### config.mk
export PLATFORM = sky130hd
export DESIGN_NAME = bullet_spawner_flat
export DESIGN_NICKNAME = d
export VERILOG_FILES = /design/src/rtl/undertale_pkg.sv /design/src/rtl/bullet_spawner_if.sv /design/src/rtl/bullet_slot.sv /design/src/rtl/bullet_spawner.sv /design/src/flat_wrapper.sv
export SDC_FILE = /design/constraint.sdc
export NUM_CORES = 1
export LEC_CHECK = 0
export BUFFER_PORTS_ARGS = -buffer_cell sky130_fd_sc_hd__buf_2
export CORE_AREA = 4 4 262 264
export CTS_CLUSTER_SIZE = 25
export DETAILED_ROUTE_END_ITERATION = 6
export DIE_AREA = 0 0 266 268
export PLACE_DENSITY = 0.71
export RECOVER_POWER = 25
export SETUP_SLACK_MARGIN = 0.15
export SYNTH_ARGS = -nofsm -noshare
export SYNTH_HDL_FRONTEND = slang
export SYNTH_HIERARCHICAL = 1
export SYNTH_SLANG_ARGS = --single-unit
### constraint.sdc
create_clock -name frame_clk -period 13.4 [get_ports frame_clk]
set_input_delay 4.02 -clock frame_clk [delete_from_list [all_inputs] [get_ports frame_clk]]
set_output_delay 4.02 -clock frame_clk [all_outputs]
set_load 0.02 [all_outputs]
### src/rtl/undertale_pkg.sv
// Shared game definitions: battle status code, pixel coordinate type, arena
// bounds (also used by the soul movement block) and the pellet direction table.
package undertale_pkg;

  localparam logic [3:0] STATUS_BATTLE = 4'd5;

  typedef logic [9:0] coord_t;

  // Kill bounds: a pellet dies once x < ARENA_L, x >= ARENA_R or y >= ARENA_B.
  localparam int ARENA_L = 240;
  localparam int ARENA_R = 400;
  localparam int ARENA_B = 400;

  // Horizontal step of a pellet, signed pixels per frame.
  typedef logic signed [2:0] dx_t;

  // Fan of spawn directions, cycled in order.
  localparam int N_DIRS = 5;
  typedef logic [2:0] dir_idx_t;

  // State held by one pellet slot.
  typedef struct packed {
    logic   valid;
    coord_t x;
    coord_t y;
    dx_t    dx;
  } slot_t;

  // Direction table {-2,-1,0,+1,+2}.
  function automatic dx_t dx_of(input dir_idx_t idx);
    case (idx)
      3'd0:    return dx_t'(-2);
      3'd1:    return dx_t'(-1);
      3'd2:    return dx_t'(0);
      3'd3:    return dx_t'(1);
      3'd4:    return dx_t'(2);
      default: return dx_t'(0);
    endcase
  endfunction

endpackage

### src/rtl/bullet_spawner_if.sv
// Game-side bundle of the bullet spawner: game state, soul position and pixel
// scan inputs, plus the per-pixel sprite outputs, hit pulse and live count.
interface bullet_spawner_if #(
  parameter int ADDR_W = 6,
  parameter int CNT_W  = 4
);
  import undertale_pkg::*;

  logic [3:0]        status;
  logic              start_bullet;
  coord_t            soul_x;
  coord_t            soul_y;
  coord_t            DrawX;
  coord_t            DrawY;
  logic              is_bullet;
  logic [ADDR_W-1:0] bullet_address;
  logic              hit;
  logic [CNT_W-1:0]  bullet_count;

  // Game logic / video side.
  modport master (
    output status, start_bullet, soul_x, soul_y, DrawX, DrawY,
    input  is_bullet, bullet_address, hit, bullet_count
  );

  // The spawner itself.
  modport slave (
    input  status, start_bullet, soul_x, soul_y, DrawX, DrawY,
    output is_bullet, bullet_address, hit, bullet_count
  );

endinterface

### src/rtl/bullet_slot.sv
// One pellet of the pool: holds position and direction, moves it each active
// frame, retires it when it leaves the arena or touches the soul, and reports
// whether the current scan pixel falls inside its sprite box.
module bullet_slot
  import undertale_pkg::*;
#(
  parameter int SPEED       = 2,
  parameter int BULLET_SIZE = 8,
  parameter int SOUL_SIZE   = 16,
  parameter int SPAWN_X     = 316,
  parameter int SPAWN_Y     = 210,
  parameter int ADDR_W      = 6
) (
  input  logic              clk,
  input  logic              rst,
  input  logic              active_i,
  input  logic              load_i,
  input  dx_t               load_dx_i,
  input  coord_t            soul_x_i,
  input  coord_t            soul_y_i,
  input  coord_t            draw_x_i,
  input  coord_t            draw_y_i,
  output logic              valid_o,
  output logic              killed_o,
  output logic              hit_o,
  output logic              match_o,
  output logic [ADDR_W-1:0] addr_o
);

  // Signed and one bit wider than needed, so a pellet drifting left of x=0
  // reads as negative and soul_x+SOUL_SIZE never wraps.
  typedef logic signed [11:0] pos_t;

  localparam pos_t       SPEED_P = pos_t'(SPEED);
  localparam pos_t       BSZ_P   = pos_t'(BULLET_SIZE);
  localparam pos_t       SOUL_P  = pos_t'(SOUL_SIZE);
  localparam pos_t       L_P     = pos_t'(ARENA_L);
  localparam pos_t       R_P     = pos_t'(ARENA_R);
  localparam pos_t       B_P     = pos_t'(ARENA_B);
  localparam logic [10:0] BSZ_U  = 11'(BULLET_SIZE);

  slot_t       slot_q, slot_d;
  pos_t        x_mv, y_mv, sx, sy;
  logic        out_of_arena, overlap;
  logic [10:0] off_x, off_y;

  // Moved position, arena kill test and soul overlap test for this frame.
  always_comb begin
    x_mv         = $signed({2'b00, slot_q.x}) + $signed({{9{slot_q.dx[2]}}, slot_q.dx});
    y_mv         = $signed({2'b00, slot_q.y}) + SPEED_P;
    sx           = $signed({2'b00, soul_x_i});
    sy           = $signed({2'b00, soul_y_i});
    out_of_arena = (x_mv < L_P) || (x_mv >= R_P) || (y_mv >= B_P);
    overlap      = (x_mv < sx + SOUL_P) && (sx < x_mv + BSZ_P) &&
                   (y_mv < sy + SOUL_P) && (sy < y_mv + BSZ_P);
    killed_o     = slot_q.valid && out_of_arena;
    hit_o        = slot_q.valid && !out_of_arena && overlap;
  end

  // Next slot state: clear when idle, load on spawn, otherwise move or retire.
  always_comb begin
    // NOTE: default every variable first so no path leaves one unassigned and infers a latch.
    slot_d = slot_q;
    if (!active_i) begin
      slot_d.valid = 1'b0;
    end else if (load_i) begin
      slot_d.valid = 1'b1;
      slot_d.x     = coord_t'(SPAWN_X);
      slot_d.y     = coord_t'(SPAWN_Y);
      slot_d.dx    = load_dx_i;
    end else if (slot_q.valid) begin
      slot_d.x     = x_mv[9:0];
      slot_d.y     = y_mv[9:0];
      slot_d.valid = !(out_of_arena || overlap);
    end
  end

  // Slot register.
  always_ff @(posedge clk or posedge rst) begin
    // NOTE: non-blocking (<=) so every flop samples pre-edge values; blocking (=) stays in always_comb.
    if (rst) slot_q <= '0;
    else     slot_q <= slot_d;
  end

  // Scan-pixel hit test; a pixel left/above the box wraps to a large offset.
  always_comb begin
    off_x   = {1'b0, draw_x_i} - {1'b0, slot_q.x};
    off_y   = {1'b0, draw_y_i} - {1'b0, slot_q.y};
    match_o = slot_q.valid && (off_x < BSZ_U) && (off_y < BSZ_U);
    addr_o  = ADDR_W'(off_y) * ADDR_W'(BULLET_SIZE) + ADDR_W'(off_x);
  end

  assign valid_o = slot_q.valid;

endmodule

### src/rtl/bullet_spawner.sv
// Flower bullet attack: a pool of pellet slots spawned in a rotating fan on a
// fixed frame period, with a one-frame hit pulse, a live-pellet count and a
// per-pixel sprite lookup for the color mapper.
module bullet_spawner
  import undertale_pkg::*;
#(
  parameter int N_BULLETS    = 8,
  parameter int SPAWN_PERIOD = 30,
  parameter int SPEED        = 2,
  parameter int BULLET_SIZE  = 8,
  parameter int SOUL_SIZE    = 16,
  parameter int SPAWN_X      = 316,
  parameter int SPAWN_Y      = 210
) (
  input logic             frame_clk,
  input logic             Reset,
  bullet_spawner_if.slave bus
);

  localparam int ADDR_W = $clog2(BULLET_SIZE * BULLET_SIZE);
  localparam int CNT_W  = $clog2(N_BULLETS + 1);
  localparam int SC_W   = (SPAWN_PERIOD > 1) ? $clog2(SPAWN_PERIOD) : 1;
  localparam logic [SC_W-1:0] SC_RELOAD = SC_W'(SPAWN_PERIOD - 1);

  logic                 active;
  logic [N_BULLETS-1:0] valid, killed_v, hit_v, match_v;
  logic [N_BULLETS-1:0] first_free, load, valid_next;
  logic                 any_free, spawn_now, any_match;
  logic [ADDR_W-1:0]    addr_v [N_BULLETS];
  logic [ADDR_W-1:0]    addr_sel;
  dx_t                  load_dx;

  logic [SC_W-1:0]      spawn_cnt_q, spawn_cnt_d;
  dir_idx_t             dir_q, dir_d;
  logic                 hit_q, hit_d;
  logic [CNT_W-1:0]     count_q, count_d;

  assign active  = (bus.status == STATUS_BATTLE) && bus.start_bullet;
  assign load_dx = dx_of(dir_q);

  for (genvar g = 0; g < N_BULLETS; g++) begin : g_slot
    bullet_slot #(
      .SPEED      (SPEED),
      .BULLET_SIZE(BULLET_SIZE),
      .SOUL_SIZE  (SOUL_SIZE),
      .SPAWN_X    (SPAWN_X),
      .SPAWN_Y    (SPAWN_Y),
      .ADDR_W     (ADDR_W)
    ) u_slot (
      .clk      (frame_clk),
      .rst      (Reset),
      .active_i (active),
      .load_i   (load[g]),
      .load_dx_i(load_dx),
      .soul_x_i (bus.soul_x),
      .soul_y_i (bus.soul_y),
      .draw_x_i (bus.DrawX),
      .draw_y_i (bus.DrawY),
      .valid_o  (valid[g]),
      .killed_o (killed_v[g]),
      .hit_o    (hit_v[g]),
      .match_o  (match_v[g]),
      .addr_o   (addr_v[g])
    );
  end

  // Lowest slot that is free at the start of the frame; slots freed this
  // frame still read as valid here, so they are reused only next frame.
  always_comb begin
    first_free = '0;
    any_free   = 1'b0;
    for (int i = 0; i < N_BULLETS; i++) begin
      if (!valid[i] && !any_free) begin
        first_free[i] = 1'b1;
        any_free      = 1'b1;
      end
    end
    spawn_now = active && (spawn_cnt_q == '0) && any_free;
    load      = spawn_now ? first_free : '0;
  end

  // Spawn timer, fan direction, hit OR and post-update live count.
  always_comb begin
    spawn_cnt_d = spawn_cnt_q;
    dir_d       = dir_q;
    hit_d       = 1'b0;
    valid_next  = '0;
    if (active) begin
      hit_d      = |hit_v;
      valid_next = (valid & ~killed_v & ~hit_v) | load;
      if (spawn_cnt_q == '0) begin
        spawn_cnt_d = SC_RELOAD;
        // A full pool skips the spawn, so the fan does not advance.
        if (any_free) dir_d = (dir_q == dir_idx_t'(N_DIRS - 1)) ? '0 : dir_q + 1'b1;
      end else begin
        spawn_cnt_d = spawn_cnt_q - 1'b1;
      end
    end else begin
      spawn_cnt_d = '0;
      dir_d       = '0;
    end
    count_d = '0;
    for (int i = 0; i < N_BULLETS; i++) count_d = count_d + CNT_W'(valid_next[i]);
  end

  // Control registers.
  always_ff @(posedge frame_clk or posedge Reset) begin
    if (Reset) begin
      spawn_cnt_q <= '0;
      dir_q       <= '0;
      hit_q       <= 1'b0;
      count_q     <= '0;
    end else begin
      spawn_cnt_q <= spawn_cnt_d;
      dir_q       <= dir_d;
      hit_q       <= hit_d;
      count_q     <= count_d;
    end
  end

  // Pixel priority mux: the lowest-index matching slot supplies the address.
  always_comb begin
    addr_sel  = '0;
    any_match = |match_v;
    for (int i = N_BULLETS - 1; i >= 0; i--) begin
      if (match_v[i]) addr_sel = addr_v[i];
    end
  end

  assign bus.is_bullet      = (bus.status == STATUS_BATTLE) && any_match;
  assign bus.bullet_address = addr_sel;
  assign bus.hit            = hit_q;
  assign bus.bullet_count   = count_q;

endmodule

### src/flat_wrapper.sv
// flat-port wrapper written by rule: the top's interface ports become plain ports
module bullet_spawner_flat import undertale_pkg::*;
#(
  parameter int N_BULLETS    = 8,
  parameter int SPAWN_PERIOD = 30,
  parameter int SPEED        = 2,
  parameter int BULLET_SIZE  = 8,
  parameter int SOUL_SIZE    = 16,
  parameter int SPAWN_X      = 316,
  parameter int SPAWN_Y      = 210
)
  (frame_clk, Reset, bus_status, bus_start_bullet, bus_soul_x, bus_soul_y, bus_DrawX, bus_DrawY, bus_is_bullet, bus_bullet_address, bus_hit, bus_bullet_count);
  bullet_spawner_if bus_i ();
  input logic frame_clk;
  input logic Reset;
  input wire logic [$bits(bus_i.status)-1:0] bus_status;
  input wire logic [$bits(bus_i.start_bullet)-1:0] bus_start_bullet;
  input wire logic [$bits(bus_i.soul_x)-1:0] bus_soul_x;
  input wire logic [$bits(bus_i.soul_y)-1:0] bus_soul_y;
  input wire logic [$bits(bus_i.DrawX)-1:0] bus_DrawX;
  input wire logic [$bits(bus_i.DrawY)-1:0] bus_DrawY;
  output wire logic [$bits(bus_i.is_bullet)-1:0] bus_is_bullet;
  output wire logic [$bits(bus_i.bullet_address)-1:0] bus_bullet_address;
  output wire logic [$bits(bus_i.hit)-1:0] bus_hit;
  output wire logic [$bits(bus_i.bullet_count)-1:0] bus_bullet_count;
  assign bus_i.status = bus_status;
  assign bus_i.start_bullet = bus_start_bullet;
  assign bus_i.soul_x = bus_soul_x;
  assign bus_i.soul_y = bus_soul_y;
  assign bus_i.DrawX = bus_DrawX;
  assign bus_i.DrawY = bus_DrawY;
  assign bus_is_bullet = bus_i.is_bullet;
  assign bus_bullet_address = bus_i.bullet_address;
  assign bus_hit = bus_i.hit;
  assign bus_bullet_count = bus_i.bullet_count;
  bullet_spawner #(.N_BULLETS(N_BULLETS), .SPAWN_PERIOD(SPAWN_PERIOD), .SPEED(SPEED), .BULLET_SIZE(BULLET_SIZE), .SOUL_SIZE(SOUL_SIZE), .SPAWN_X(SPAWN_X), .SPAWN_Y(SPAWN_Y)) u_core (.frame_clk(frame_clk), .Reset(Reset), .bus(bus_i));
endmodule
==> flow_metrics.py, run 1 <==
metrics = {
    "outcome": {
        "status": "finished, final reports clean",
    },
    "global_routing": {
        "grt.met3_usage": 0.0461,
        "antenna_found_initial": 5,
        "grt_max_degree": 28,
        "use_met1": 0.401,
        "grt_pass1_wl_um": 161000,
        "first_global_vias": 28684,
        "top_usage_layer": "met2",
        "grt.total_usage": 0.284,
        "grt.overflow.total": 0,
        "use_met2": 0.443,
    },
    "timing": {
        "clock_skew_ns": 0.0135,
        "max_slew_margin": 0.180,
        "fin_crit_ns": 12.58,
        "setup_violations": 0,
        "final.period_utilization": 0.938,
        "rsz0062_at_grt": "no",
        "slew_violations": 0,
        "max_freq_ghz": 0.0795,
        "hold_viol": 0,
        "tns_ns": 0,
        "holdWs_ns": 0.521,
        "worst_pin_slew_ns": 1.22,
    },
    "route": {
        "num_vias": 30843,
        "dr.first_iter.drc_count": 2916,
        "vias_per_cell": 6.21,
        "dr.pass1.iters": 7,
        "drc": 0,
        "routedWlPerCell_um": 20.8,
        "drtAntennaViolNets": 0,
        "wirelength_um": 103000,
    },
    "synthesis": {
        "syn_inst": 4037,
        "synth_compound_area_frac": 0.238,
        "synth-simple-area-share": 0.185,
        "synth_xor_area_frac": 0.0992,
        "synth.yosys.seq_area_share": 0.150,
        "async_flop_share": 1.00,
        "syn_area_per_cell_um2": 8.15,
        "synth_flop_cell": "dfrtp_1",
        "synth_top_area_share": 0.232,
        "synth_seq_cells": 197,
        "netlist_area_um2": 32900,
        "synthAdderAreaFrac": 0.253,
        "synth-edff-count": 0,
        "yosysUniqueCellTypes": 105,
        "yosys.area.top_type": "ha_1",
        "ys_warn_count": 6,
        "synth_top_family_by_area": "adder cells",
        "synth.area.top_cells": "ha_1 23%, dfrtp_1 15%, xnor2_1 6.5%, inv_1 4.8%, o21ai_0 3.9%",
        "synth_nets": 4729,
        "synthMuxAreaShare": 0.0171,
    },
    "setup_path": {
        "required_ns": 9.38,
        "critPathMaxStageDelay_ns": 0.82,
        "worst_setup_path_start_kind": "input pin",
        "worstPathArrival_ns": 8.56,
        "crit_fanout": 16,
        "crit_chain": "buf_2 > ha_1 > o21a_1 > o21ai_0 > nand2b_1 > a21oi_1 > xnor2_1 > a2111oi_0 > o2111ai_1 > nor4_1 > nor2b_1 > a221oi_1 > nor4_1 > a221o_1 > buf_2",
        "worst-path-buf-inv": 2,
        "setup.worst_path.end_class": "output pin",
        "crit_family": "simple AND/OR/NAND/NOR gates",
        "worstSetupPathType": "input pin to output pin",
        "cp_slowest_cell": "nor4_1",
    },
    "cells_and_area": {
        "syn2layout_area_growth_pct": 5.89,
        "fin_nets": 4768,
        "fill_cells": 6382,
        "final_common_cell": "ha_1",
        "final_util": 0.523,
        "final_cell_mix": "609 x ha_1, 424 x inv_1, 255 x o21ai_0",
        "layout.cells.non_filler": 4965,
        "drive_above_1_share": 0.0651,
    },
    "die": {
        "start_util": 0.494,
        "die_h_um": 268,
        "core-area_um2": 66600,
        "std_cell_rows": 95,
        "die_w_um": 266,
        "die-area_um2": 71300,
        "io_pins": 59,
    },
    "power_and_ir_drop": {
        "p_total_mw": 1.70,
        "ir_worst_vdd_uv": 111,
        "powerDensity_nw_per_um2": 48.8,
        "p_leak_nw": 16.6,
    },
    "clock_tree": {
        "numCtsBuffers": 17,
        "cts_buffer_depth": 2,
        "clock_latency_ns": 0.52,
        "cts-resized-gates": 0,
        "clk_pin_slew_ns": 0.08,
        "postCtsSetupBuffers": 0,
        "cts_tree": "yes",
        "holdBufCountCts": 0,
        "clockRootBuffer": "clkbuf_16",
        "htree_levels": 4,
        "cts_sinks": 197,
    },
    "place": {
        "placed_cells": 4930,
        "place.gp.congestion": 0.965,
        "numPortBuffers": 58,
        "dp_hpwl_um": 79400,
    },
    "run": {
        "cap_viol_max_count": 0,
    },
    "worst_hold_path": {
        "worstHoldPathType": "flip-flop to flip-flop",
    },
}
-- through the flow --
step | instance area (um^2) | setup slack [ns]
final | 34800 | 0.824
after CTS | 34800 | 0.986
after global routing | 34800 | 0.364
after global placement | 34200 | 1.04
after floorplan | 32900 | 1.96
after detailed placement | 34200 | 0.990
-- worst paths after layout --
kind / from / to / slack, ns / depth (start not counted)
hold / removal: u_core/spawn_cnt_q[0] / u_core/spawn_cnt_q[0] / 0.52 / 1
min in group asynchronous: Reset / u_core/bus.hit / 4.18 / 2
setup / recovery: bus_DrawY[1] / bus_bullet_address[5] / 0.82 / 15
hold reg to reg: u_core/spawn_cnt_q[0] / u_core/spawn_cnt_q[0] / 0.52 / 1
setup reg to reg: u_core/g_slot[3].u_slot/slot_q[13] / u_core/bus.bullet_count[2] / 5.97 / 26
max in group asynchronous: Reset / u_core/g_slot[6].u_slot/slot_q[10] / 8.41 / 2
-- kinds of logic after synthesis --
logic type      Yosys count
simple gates           1168
compound gates         1119
flops                   197
other cells               8
fa+ha+maj               645
mux                      52
buf+inv                 493
xor+xnor                355
-- synth_stat cells, types with 21 or more instances --
cell type  instances
a211oi_1          39
ha_1             609
nand4_1           43
a31oi_1           37
or3_1             39
a311oi_1          21
a2111oi_0         34
nand3_1          142
o21ai_1           26
o21a_1            72
nand2_1          244
clkbuf_1          57
a22oi_1           24
nor3_1           110
a21o_1            90
dfrtp_1          197
and3_1            61
a21oi_1          213
o22ai_1           44
xnor2_1          243
o211ai_1          22
nand2b_1          63
nor4_1            25
nor2b_1           74
xor2_1           102
mux2_2            31
o21ai_0          257
fa_1              36
nor2_1           241
inv_1            424
-- power by group --
part	total [mW]	switching, mW	internal (mW)
logic	0.537	0.324	0.214
clock network	0.564	0.295	0.268
registers	0.601	0.00445	0.596
total	1.70	0.623	1.08
-- final cells by class --
| class | count | area (um^2) | area share |
|---|---|---|---|
| Sequential cell | 197 | 4930 | 0.141 |
| Clock buffer | 17 | 425 | 0.0122 |
| Antenna cell | 3 | 7.51 | 0.000215 |
| Timing Repair Buffer | 85 | 492 | 0.0141 |
| Tap cell | 873 | 1090 | 0.0314 |
| Multi-Input combinational cell | 3347 | 26100 | 0.749 |
| Clock inverter | 15 | 181 | 0.00521 |
| Inverter | 428 | 1610 | 0.0461 |
-- sequential cells by signal, summed over array words and instances, names as in the netlist --
signal	flops
u_core/bus.bullet_count	4
u_core/spawn_cnt_q	5
u_core/g_slot.u_slot/slot_q	176
u_core/g_slot.u_slot/valid_o	8
u_core/bus.hit	1
u_core/dir_q	3
-- worst reg2reg max path: cells and delay by family, from the launching register on --
kind | cells | cell delay [ns]
XOR/XNOR | 3 | 0.58
AO/OA/AOI/OAI | 6 | 1.33
adder cells (fa/ha/maj) | 9 | 3.42
AND/OR/NAND/NOR | 6 | 1.40
buffers and inverters | 2 | 0.13
flip-flops | 1 | 0.48
-- routing by layer --
layer	part of all wire	vias to the layer above
met2	0.44	1054
li1	-	14789
met1	0.46	14829
met4	0.034	6
met5	0.00033	-
met3	0.075	165
No activity file was read; power rests on OpenSTA's default activity.
==> run 2, diff against run 1 <==
- PLACE_DENSITY: 0.71 -> unset
- PLACE_DENSITY_LB_ADDON: unset -> 0.05
==> flow_metrics.py, run 2 (synthesized netlist as in run 1, its figures left out) <==
metrics = {
    "outcome": {
        "status": "finished, final reports clean",
    },
    "clock_tree": {
        "postCtsSetupBuffers": 0,
        "clockRootBuffer": "clkbuf_16",
        "holdBufCountCts": 0,
        "clock_latency_ns": 0.51,
        "cts_tree": "yes",
        "clk_pin_slew_ns": 0.07,
        "cts-resized-gates": 0,
        "numCtsBuffers": 17,
        "cts_sinks": 197,
        "htree_levels": 4,
        "cts_buffer_depth": 2,
    },
    "timing": {
        "tns_ns": 0,
        "setup_violations": 0,
        "slew_violations": 0,
        "worst_pin_slew_ns": 1.22,
        "final.period_utilization": 0.932,
        "rsz0062_at_grt": "no",
        "max_slew_margin": 0.185,
        "hold_viol": 0,
        "fin_crit_ns": 12.49,
        "clock_skew_ns": 0.0120,
        "max_freq_ghz": 0.0801,
    },
    "die": {
        "start_util": 0.494,
        "die-area_um2": 71300,
        "io_pins": 59,
        "std_cell_rows": 95,
        "core-area_um2": 66600,
        "die_h_um": 268,
        "die_w_um": 266,
    },
    "global_routing": {
        "antenna_found_initial": 1,
        "first_global_vias": 28009,
        "grt_pass1_wl_um": 165000,
        "grt.total_usage": 0.296,
        "grt_max_degree": 37,
        "grt.overflow.total": 0,
    },
    "cells_and_area": {
        "fin_nets": 4774,
        "regMostFlops": "u_core/g_slot.u_slot/slot_q",
        "drive_above_1_share": 0.0657,
        "final_common_cell": "ha_1",
        "syn2layout_area_growth_pct": 5.95,
        "layout.cells.non_filler": 4970,
        "largest_reg_flops": 176,
        "final_cell_mix": "609 x ha_1, 424 x inv_1, 256 x o21ai_0",
    },
    "power_and_ir_drop": {
        "share_seq_of_total_power": 0.356,
        "power_frac_comb": 0.316,
        "p_leak_nw": 16.6,
        "p_clk_frac": 0.327,
        "p_sw_frac": 0.353,
        "intPower_mw": 1.09,
        "powerDensity_nw_per_um2": 48.4,
        "ir_worst_vdd_uv": 94.7,
        "p_switching_mw": 0.595,
    },
    "setup_path": {
        "cpMostUsedCell": "buf_2",
        "worstPathArrival_ns": 8.47,
        "setup.worst_path.end_class": "output pin",
        "required_ns": 9.38,
        "worstSetupPathType": "input pin to output pin",
        "worst_setup_path_start_kind": "input pin",
        "crit_fanout": 16,
        "cp_slowest_cell": "nor4_1",
        "critPathMaxStageDelay_ns": 0.67,
        "crit_chain": "buf_2 > fa_1 > a21o_1 > a21oi_2 > o21ai_1 > a2111oi_0 > nor3_1 > xor2_1 > or4_1 > nor4_1 > inv_1 > nand2_1 > o22ai_1 > a31oi_1 > buf_2",
    },
    "route": {
        "dr.pass1.iters": 6,
        "vias_per_cell": 6.05,
        "drtAntennaViolNets": 0,
        "wirelength_um": 107000,
        "dr.first_iter.drc_count": 2385,
        "routedWlPerCell_um": 21.5,
        "drc": 0,
        "num_vias": 30047,
    },
    "place": {
        "numPortBuffers": 58,
        "placed_cells": 4936,
        "dp_hpwl_um": 83800,
        "place.gp.congestion": 0.933,
    },
    "worst_hold_path": {
        "worstHoldPathType": "flip-flop to flip-flop",
    },
    "run": {
        "cap_viol_max_count": 0,
    },
}
## run 2: cell types whose count changed in the layout (fill, tap and decap cells not counted), moves of 2 or more
cell        delta
clkinv_2       +2
clkinvlp_4     -2
inv_8          -4
buf_4          +6
clkinv_8       -2
## run 2: metal layers
metal  vias up  routed length [um]  GRT usage
met5         -                  17          0
met4         2                3160     0.0903
met3       135                5260     0.0350
met2       706               47100      0.468
met1     14378               51400      0.427
li1      14826                   -          -
## run 2: critical path, delay by kind of cell
family / cells / cell delay (ns)
AO/OA/AOI/OAI: 6 / 1.37
buffers and inverters: 3 / 0.82
AND/OR/NAND/NOR: 4 / 1.53
adder cells (fa/ha/maj): 1 / 0.53
XOR/XNOR: 1 / 0.16
## run 2: layout make-up
type	count	area, um^2
multi-input combinational	3347	26100
tap	873	1090
antenna	3	7.51
timing repair buffer	91	537
sequential	197	4930
clock inverter	12	146
clock buffer	19	443
inverter	428	1610
fill	6578	31700
## run 2: path summary, 6_finish.rpt
| kind | from | endpoint | slack [ns] | cells past startpoint |
|---|---|---|---|---|
| hold reg to reg | u_core/spawn_cnt_q[0] | u_core/spawn_cnt_q[0] | 0.48 | 1 |
| max in group asynchronous | Reset | u_core/g_slot[5].u_slot/slot_q[18] | 8.34 | 2 |
| setup / recovery | bus_DrawY[1] | bus_bullet_address[1] | 0.91 | 15 |
| min in group asynchronous | Reset | u_core/spawn_cnt_q[2] | 4.24 | 2 |
| setup reg to reg | u_core/g_slot[3].u_slot/slot_q[13] | u_core/bus.bullet_count[1] | 5.78 | 26 |
| hold / removal | u_core/spawn_cnt_q[0] | u_core/spawn_cnt_q[0] | 0.48 | 1 |
## run 2: through the flow
| step | total power [mW] | worst slack (ns) | hold slack [ns] | util | instance area, um^2 |
|---|---|---|---|---|---|
| 2_1_floorplan | 0.973 | 1.96 | 0.444 | - | 32900 |
| 3_3_place_gp | 1.14 | 1.15 | 0.463 | 0.515 | 34300 |
| 3_5_place_dp | 1.14 | 1.03 | 0.468 | 0.515 | 34300 |
| 4_1_cts | 1.70 | 1.02 | 0.478 | 0.524 | 34900 |
| 5_1_grt | 1.79 | 0.664 | 0.532 | 0.524 | 34900 |
| 6_report | 1.69 | 0.915 | 0.475 | 0.524 | 34900 |
## run 2: power groups by stage
stage / logic (mW) / registers, mW / clock network, mW
floorplan: 0.363 / 0.610 / 0
CTS: 0.532 / 0.600 / 0.568
detailed placement: 0.529 / 0.612 / 0
finish: 0.534 / 0.601 / 0.552
global placement: 0.528 / 0.612 / 0
global route: 0.602 / 0.601 / 0.589
